==> config.mk <==
export PLATFORM = sky130hd
export DESIGN_NAME = croc_aging_sequencer
export DESIGN_NICKNAME = d
export VERILOG_FILES = /design/src/rtl/croc_aging_sequencer.sv
export SDC_FILE = /design/constraint.sdc
export NUM_CORES = 1
export LEC_CHECK = 0
export ABC_AREA = 1
export BUFFER_PORTS_ARGS = -buffer_cell sky130_fd_sc_hd__buf_2
export CORE_MARGIN = 5
export CORE_UTILIZATION = 52
export DETAILED_ROUTE_END_ITERATION = 8
export GPL_ROUTABILITY_DRIVEN = 0
export PLACE_DENSITY = 0.78
export SYNTH_ARGS = -nofsm -noshare
export SYNTH_HDL_FRONTEND = slang
export SYNTH_SLANG_ARGS = --single-unit
==> constraint.sdc <==
create_clock -name clk_i -period 2 [get_ports clk_i]
set_input_delay 0.1 -clock clk_i [delete_from_list [all_inputs] [get_ports clk_i]]
set_output_delay 0.1 -clock clk_i [all_outputs]
set_load 0.05 [all_outputs]
==> src/rtl/croc_aging_sequencer.sv <==
// croc_aging_sequencer
// Automated run controller for the croc SoC aging campaign. It repeatedly
// holds the SoC in reset, releases it with fetch enabled, waits for the
// end-of-test status or a timeout, and grades the GPIO signature. Pass, fail
// and timeout tallies plus the latency and signature of the last run are
// kept for readback.

module croc_aging_sequencer #(
  parameter int unsigned ResetCycles   = 64,
  parameter logic [31:0] TimeoutCycles = 32'd16_000_000,
  parameter int unsigned GpioCount     = 4,
  parameter int unsigned CntWidth      = 32
) (
  input  logic                 clk_i,
  input  logic                 rst_i,
  input  logic                 start_i,
  input  logic                 stop_i,
  input  logic [15:0]          num_runs_i,
  input  logic [GpioCount-1:0] expected_gpio_i,
  output logic                 soc_rst_no,
  output logic                 soc_fetch_en_o,
  output logic [GpioCount-1:0] soc_gpio_o,
  input  logic                 soc_status_i,
  input  logic [GpioCount-1:0] soc_gpio_i,
  output logic                 busy_o,
  output logic                 done_o,
  output logic [15:0]          run_cnt_o,
  output logic [15:0]          pass_cnt_o,
  output logic [15:0]          fail_cnt_o,
  output logic [15:0]          timeout_cnt_o,
  output logic [CntWidth-1:0]  last_cycles_o,
  output logic [GpioCount-1:0] last_gpio_o
);

  typedef enum logic [1:0] {
    StIdle,
    StRst,
    StRun,
    StEval
  } state_e;

  // The reset-hold counter only has to reach ResetCycles-1.
  localparam int unsigned RstCntW = (ResetCycles > 1) ? $clog2(ResetCycles) : 1;
  localparam logic [RstCntW-1:0]  RstLast    = RstCntW'(ResetCycles - 1);
  // The RUN cycle counter starts at 0, so the last allowed index is one less
  // than the timeout; a timed-out run reports the full timeout as its latency.
  localparam logic [CntWidth-1:0] RunLast    = CntWidth'(TimeoutCycles - 32'd1);
  localparam logic [CntWidth-1:0] TimeoutVal = CntWidth'(TimeoutCycles);

  state_e               state_q;
  logic [RstCntW-1:0]   rst_cnt_q;
  logic [CntWidth-1:0]  cyc_cnt_q;
  logic [15:0]          num_runs_q;
  logic                 stop_req_q;

  logic                 gpio_match;
  logic                 run_timeout;
  logic                 run_limit_hit;

  // Counters stick at all-ones instead of wrapping so long campaigns never
  // report misleadingly small numbers.
  function automatic logic [15:0] sat_inc(input logic [15:0] value);
    return (value == 16'hFFFF) ? value : value + 16'd1;
  endfunction

  assign gpio_match    = (soc_gpio_i == expected_gpio_i);
  assign run_timeout   = (cyc_cnt_q == RunLast);
  // A zero run count means run until stopped. The comparison uses the
  // saturated run counter so a limit of 65535 still terminates.
  assign run_limit_hit = (num_runs_q != 16'd0) && (run_cnt_o == num_runs_q);

  // Campaign sequencer: drives the SoC control pins, keeps the tallies and
  // decides after every run whether to continue or finish.
  always_ff @(posedge clk_i) begin
    if (rst_i) begin
      state_q        <= StIdle;
      rst_cnt_q      <= '0;
      cyc_cnt_q      <= '0;
      num_runs_q     <= 16'd0;
      stop_req_q     <= 1'b0;
      soc_rst_no     <= 1'b0;
      soc_fetch_en_o <= 1'b0;
      soc_gpio_o     <= '0;
      busy_o         <= 1'b0;
      done_o         <= 1'b0;
      run_cnt_o      <= 16'd0;
      pass_cnt_o     <= 16'd0;
      fail_cnt_o     <= 16'd0;
      timeout_cnt_o  <= 16'd0;
      last_cycles_o  <= '0;
      last_gpio_o    <= '0;
    end else begin
      done_o <= 1'b0;

      // A stop request is remembered for the rest of the campaign and only
      // takes effect once the current run has been graded.
      if (busy_o && stop_i) begin
        stop_req_q <= 1'b1;
      end

      unique case (state_q)
        StIdle: begin
          soc_rst_no     <= 1'b0;
          soc_fetch_en_o <= 1'b0;
          if (start_i) begin
            num_runs_q    <= num_runs_i;
            run_cnt_o     <= 16'd0;
            pass_cnt_o    <= 16'd0;
            fail_cnt_o    <= 16'd0;
            timeout_cnt_o <= 16'd0;
            last_cycles_o <= '0;
            last_gpio_o   <= '0;
            stop_req_q    <= 1'b0;
            busy_o        <= 1'b1;
            rst_cnt_q     <= '0;
            soc_gpio_o    <= '0;
            state_q       <= StRst;
          end
        end

        StRst: begin
          if (rst_cnt_q == RstLast) begin
            soc_rst_no     <= 1'b1;
            soc_fetch_en_o <= 1'b1;
            cyc_cnt_q      <= '0;
            state_q        <= StRun;
          end else begin
            rst_cnt_q <= rst_cnt_q + 1'b1;
          end
        end

        StRun: begin
          if (soc_status_i) begin
            last_cycles_o <= cyc_cnt_q;
            last_gpio_o   <= soc_gpio_i;
            if (gpio_match) begin
              pass_cnt_o <= sat_inc(pass_cnt_o);
            end else begin
              fail_cnt_o <= sat_inc(fail_cnt_o);
            end
            run_cnt_o      <= sat_inc(run_cnt_o);
            soc_rst_no     <= 1'b0;
            soc_fetch_en_o <= 1'b0;
            state_q        <= StEval;
          end else if (run_timeout) begin
            last_cycles_o  <= TimeoutVal;
            last_gpio_o    <= soc_gpio_i;
            timeout_cnt_o  <= sat_inc(timeout_cnt_o);
            run_cnt_o      <= sat_inc(run_cnt_o);
            soc_rst_no     <= 1'b0;
            soc_fetch_en_o <= 1'b0;
            state_q        <= StEval;
          end else begin
            cyc_cnt_q <= cyc_cnt_q + 1'b1;
          end
        end

        StEval: begin
          if (stop_req_q || run_limit_hit) begin
            busy_o  <= 1'b0;
            done_o  <= 1'b1;
            state_q <= StIdle;
          end else begin
            // The low bits of the completed-run count seed the next run.
            soc_gpio_o <= GpioCount'(run_cnt_o);
            rst_cnt_q  <= '0;
            state_q    <= StRst;
          end
        end

        default: begin
          state_q <= StIdle;
        end
      endcase
    end
  end

endmodule

==> impl_metrics.yaml <==
placement:
  dp_hpwl_mm: 17.3
  place_area_um2: 10100
  io_buffers: 136
  placedCellCount: 1704
  dp_slack_ns: -0.119
worst_setup_path:
  critPathSlowestCell: "dfxtp_1"
  worstPathArrival_ns: 2.17
  timing.critical_path.required_ns: 2.29
  crit_buf_inv: 3
  cp_common_cell: "buf_4"
  critPathLaunchType: "flop"
  path_class: "reg -> reg"
  worstPathCellList: "ha_2 > nand3_2 > inv_2 > nand2_2 > nor3_4 > nand3_4 > nand2_4 > buf_4 > a21oi_4 > buf_4 > nand2_1 > a21oi_1"
  end_kind: "flop"
  r2r-start: "cyc_cnt_q[0]"
  reg2reg_slack_ns: 0.12
  path_max_fanout: 11
  critPathMaxStageDelay_ns: 0.34
  cp_top_family: "simple AND/OR/NAND/NOR gates"
  startpoint: "cyc_cnt_q[0]"
route:
  drt-wirelength-per-cell_um: 14.4
  firstDrtPassIters: 5
  drtAntennaViolNets: 0
  wl_mm: 25.3
  first_iter_violations: 785
  drc: 0
  vias: 9377
  viasPerCell: 5.32
global_route:
  antenna_found_initial: 1
  grt_pass1_vias: 8738
  grt_max_degree: 102
  track_usage_pct: 24.9
  grt-ovfl-total: 0
  grt_first_pass_wirelength_mm: 41.4
floorplan:
  ios: 137
  start_util_pct: 53.1
  die_y_um: 140
  die_w_um: 140
  row_count: 47
  fp.coreArea_um2: 16600
  dieArea_um2: 19700
synthesis:
  yosysSeqAreaShare_pct: 37.1
  synth_area_um2: 8840
  synth.avg_cell_area_um2: 6.60
  synth-seq-cells: 164
  synthesis.nets: 1378
  syn_inst: 1339
  synth_top_area_cell: "dfxtp_1"
  synth_area_leaders: "dfxtp_1, nand2_1, a21oi_1"
  synth_top_area_share_pct: 37.1
  synth_cell_types: 40
  ys_warn_count: 0
clocking:
  insertion_delay_ns: 0.43
  cts.sinks: 164
  cts_tree: "yes"
  h-tree-depth: 4
  cts_buffer_depth: 2
  cts_buffers: 17
  root_buffer: "clkbuf_16"
  clk_pin_slew_ns: 0.06
finish:
  drive_above_1_share_pct: 20.0
  final_cells: 1761
  fin_area_um2: 11100
  final_cell_mix: "nand2_1, nor2_1, a21oi_1"
  area_growth_pct: 25.3
  num-nets-final: 1566
  layout_commonest_cell: "nand2_1"
sta:
  timing.fmax_ghz: 0.531
  fin_skew_ns: 0.00791
  fin_tns_setup_ns: 0
  period_share_pct: 94.1
  min_period_ns: 1.88
  slew_headroom_pct: 65.9
  tightest_slew_ns: 0.511
  setup_viol: 0
  finalMaxSlewViolations: 0
  final.setup.worst_slack_ns: 0.118
  finalHoldViolCount: 0
power_and_ir_drop:
  irDropWorstVdd_mv: 0.955
  p_leak_uw: 0.00447
  total_power_uw: 11900
  powerDensity_nw_per_um2: 1070
worst_hold_path:
  min_path_type: "in -> reg"
  hp-start: "stop_i"
run_status:
  status: "completed"
flow_run:
  drv_cap: 0
metal layers:
layer | track usage (%) | share of wire, %
met5 | 0 | 0
met3 | 4.57 | 5.9
met1 | 30.3 | 42
met4 | 8.82 | 2.5
met2 | 43.8 | 50
cells by family (layout without fill, tap and decap cells):
| kind of cell | Yosys count | in the layout | synth area share [%] |
|---|---|---|---|
| and+or+nand+nor | 730 | 730 | 35.3 |
| AOI/OAI and AO/OA | 208 | 208 | 12.0 |
| buffers and inverters | 169 | 370 | 8.32 |
| DFF | 164 | 164 | 37.1 |
| xor gates and xnor gates | 58 | 58 | 5.75 |
| adders and majority gates | 10 | 10 | 1.42 |
| other | 0 | 1 | 0 |
where the power goes:
part | total [uW] | switching, uW | internal, uW
Clock | 3340 | 1310 | 2030
Combinational | 4730 | 3150 | 1580
Sequential | 3830 | 249 | 3590
Total | 11900 | 4700 | 7200
cells in the mapped netlist (all sizes together):
library cell,number
nand4,21
ha,10
clkbuf,37
and3,1
nor2,185
buf,25
dfxtp,164
o211a,1
a31oi,2
a21oi,158
nand3b,2
nand2,359
nor4,1
xor2,52
xnor2,6
nand2b,1
or2,3
inv,104
nor3,42
o21a,1
nand3,106
and2,1
a21o,1
o21ai,45
clkinv,3
nor3b,8
per-stage QoR:
stage          util (%)  hold WS [ns]
2_1_floorplan         -         0.260
3_3_place_gp       60.7         0.377
3_5_place_dp       60.7         0.388
4_1_cts            65.4        0.0198
5_1_grt            66.6        0.0428
6_report           66.6        0.0290
final cells by class:
cell class	instances	area (um^2)
clock inverters	8	125
inverters	107	410
fillers	1465	5560
well taps	220	275
diodes	1	2.50
flip-flops and latches	164	3310
multi-input cells	1006	4920
clock buffers	24	472
repair buffers	231	1570
state kept, by name, summed over array words and instances, names as in the netlist:
| register | flops |
|---|---|
| soc_gpio_o | 4 |
| state_q | 2 |
| last_gpio_o | 4 |
| timeout_cnt_o | 16 |
| num_runs_q | 16 |
| rst_cnt_q | 6 |
| stop_req_q | 1 |
| run_cnt_o | 16 |
| done_o | 1 |
| busy_o | 1 |
| fail_cnt_o | 16 |
| last_cycles_o | 32 |
| soc_fetch_en_o | 1 |
| cyc_cnt_q | 32 |
| pass_cnt_o | 16 |
worst min-delay path: stages:
cell and delay (ns):
buf_2 0.09, a21oi_1 0.07, nor3_1 0.14
final timing paths:
| kind | endpoint | depth (start not counted) |
|---|---|---|
| max | cyc_cnt_q[30] | 12 |
| min reg2reg | last_cycles_o[26] | 2 |
| max reg2reg | cyc_cnt_q[30] | 12 |
| min | stop_req_q | 3 |
repair_timing:
action,4_1_cts,5_1_grt
pin swaps,0,3
hold buffers,19,0
gates resized for setup,2,43
setup endpoints to repair,8,107
hold endpoints to repair,19,0
gates cloned,0,2
buffers inserted,0,3
Power figures use the tool's default switching activity.
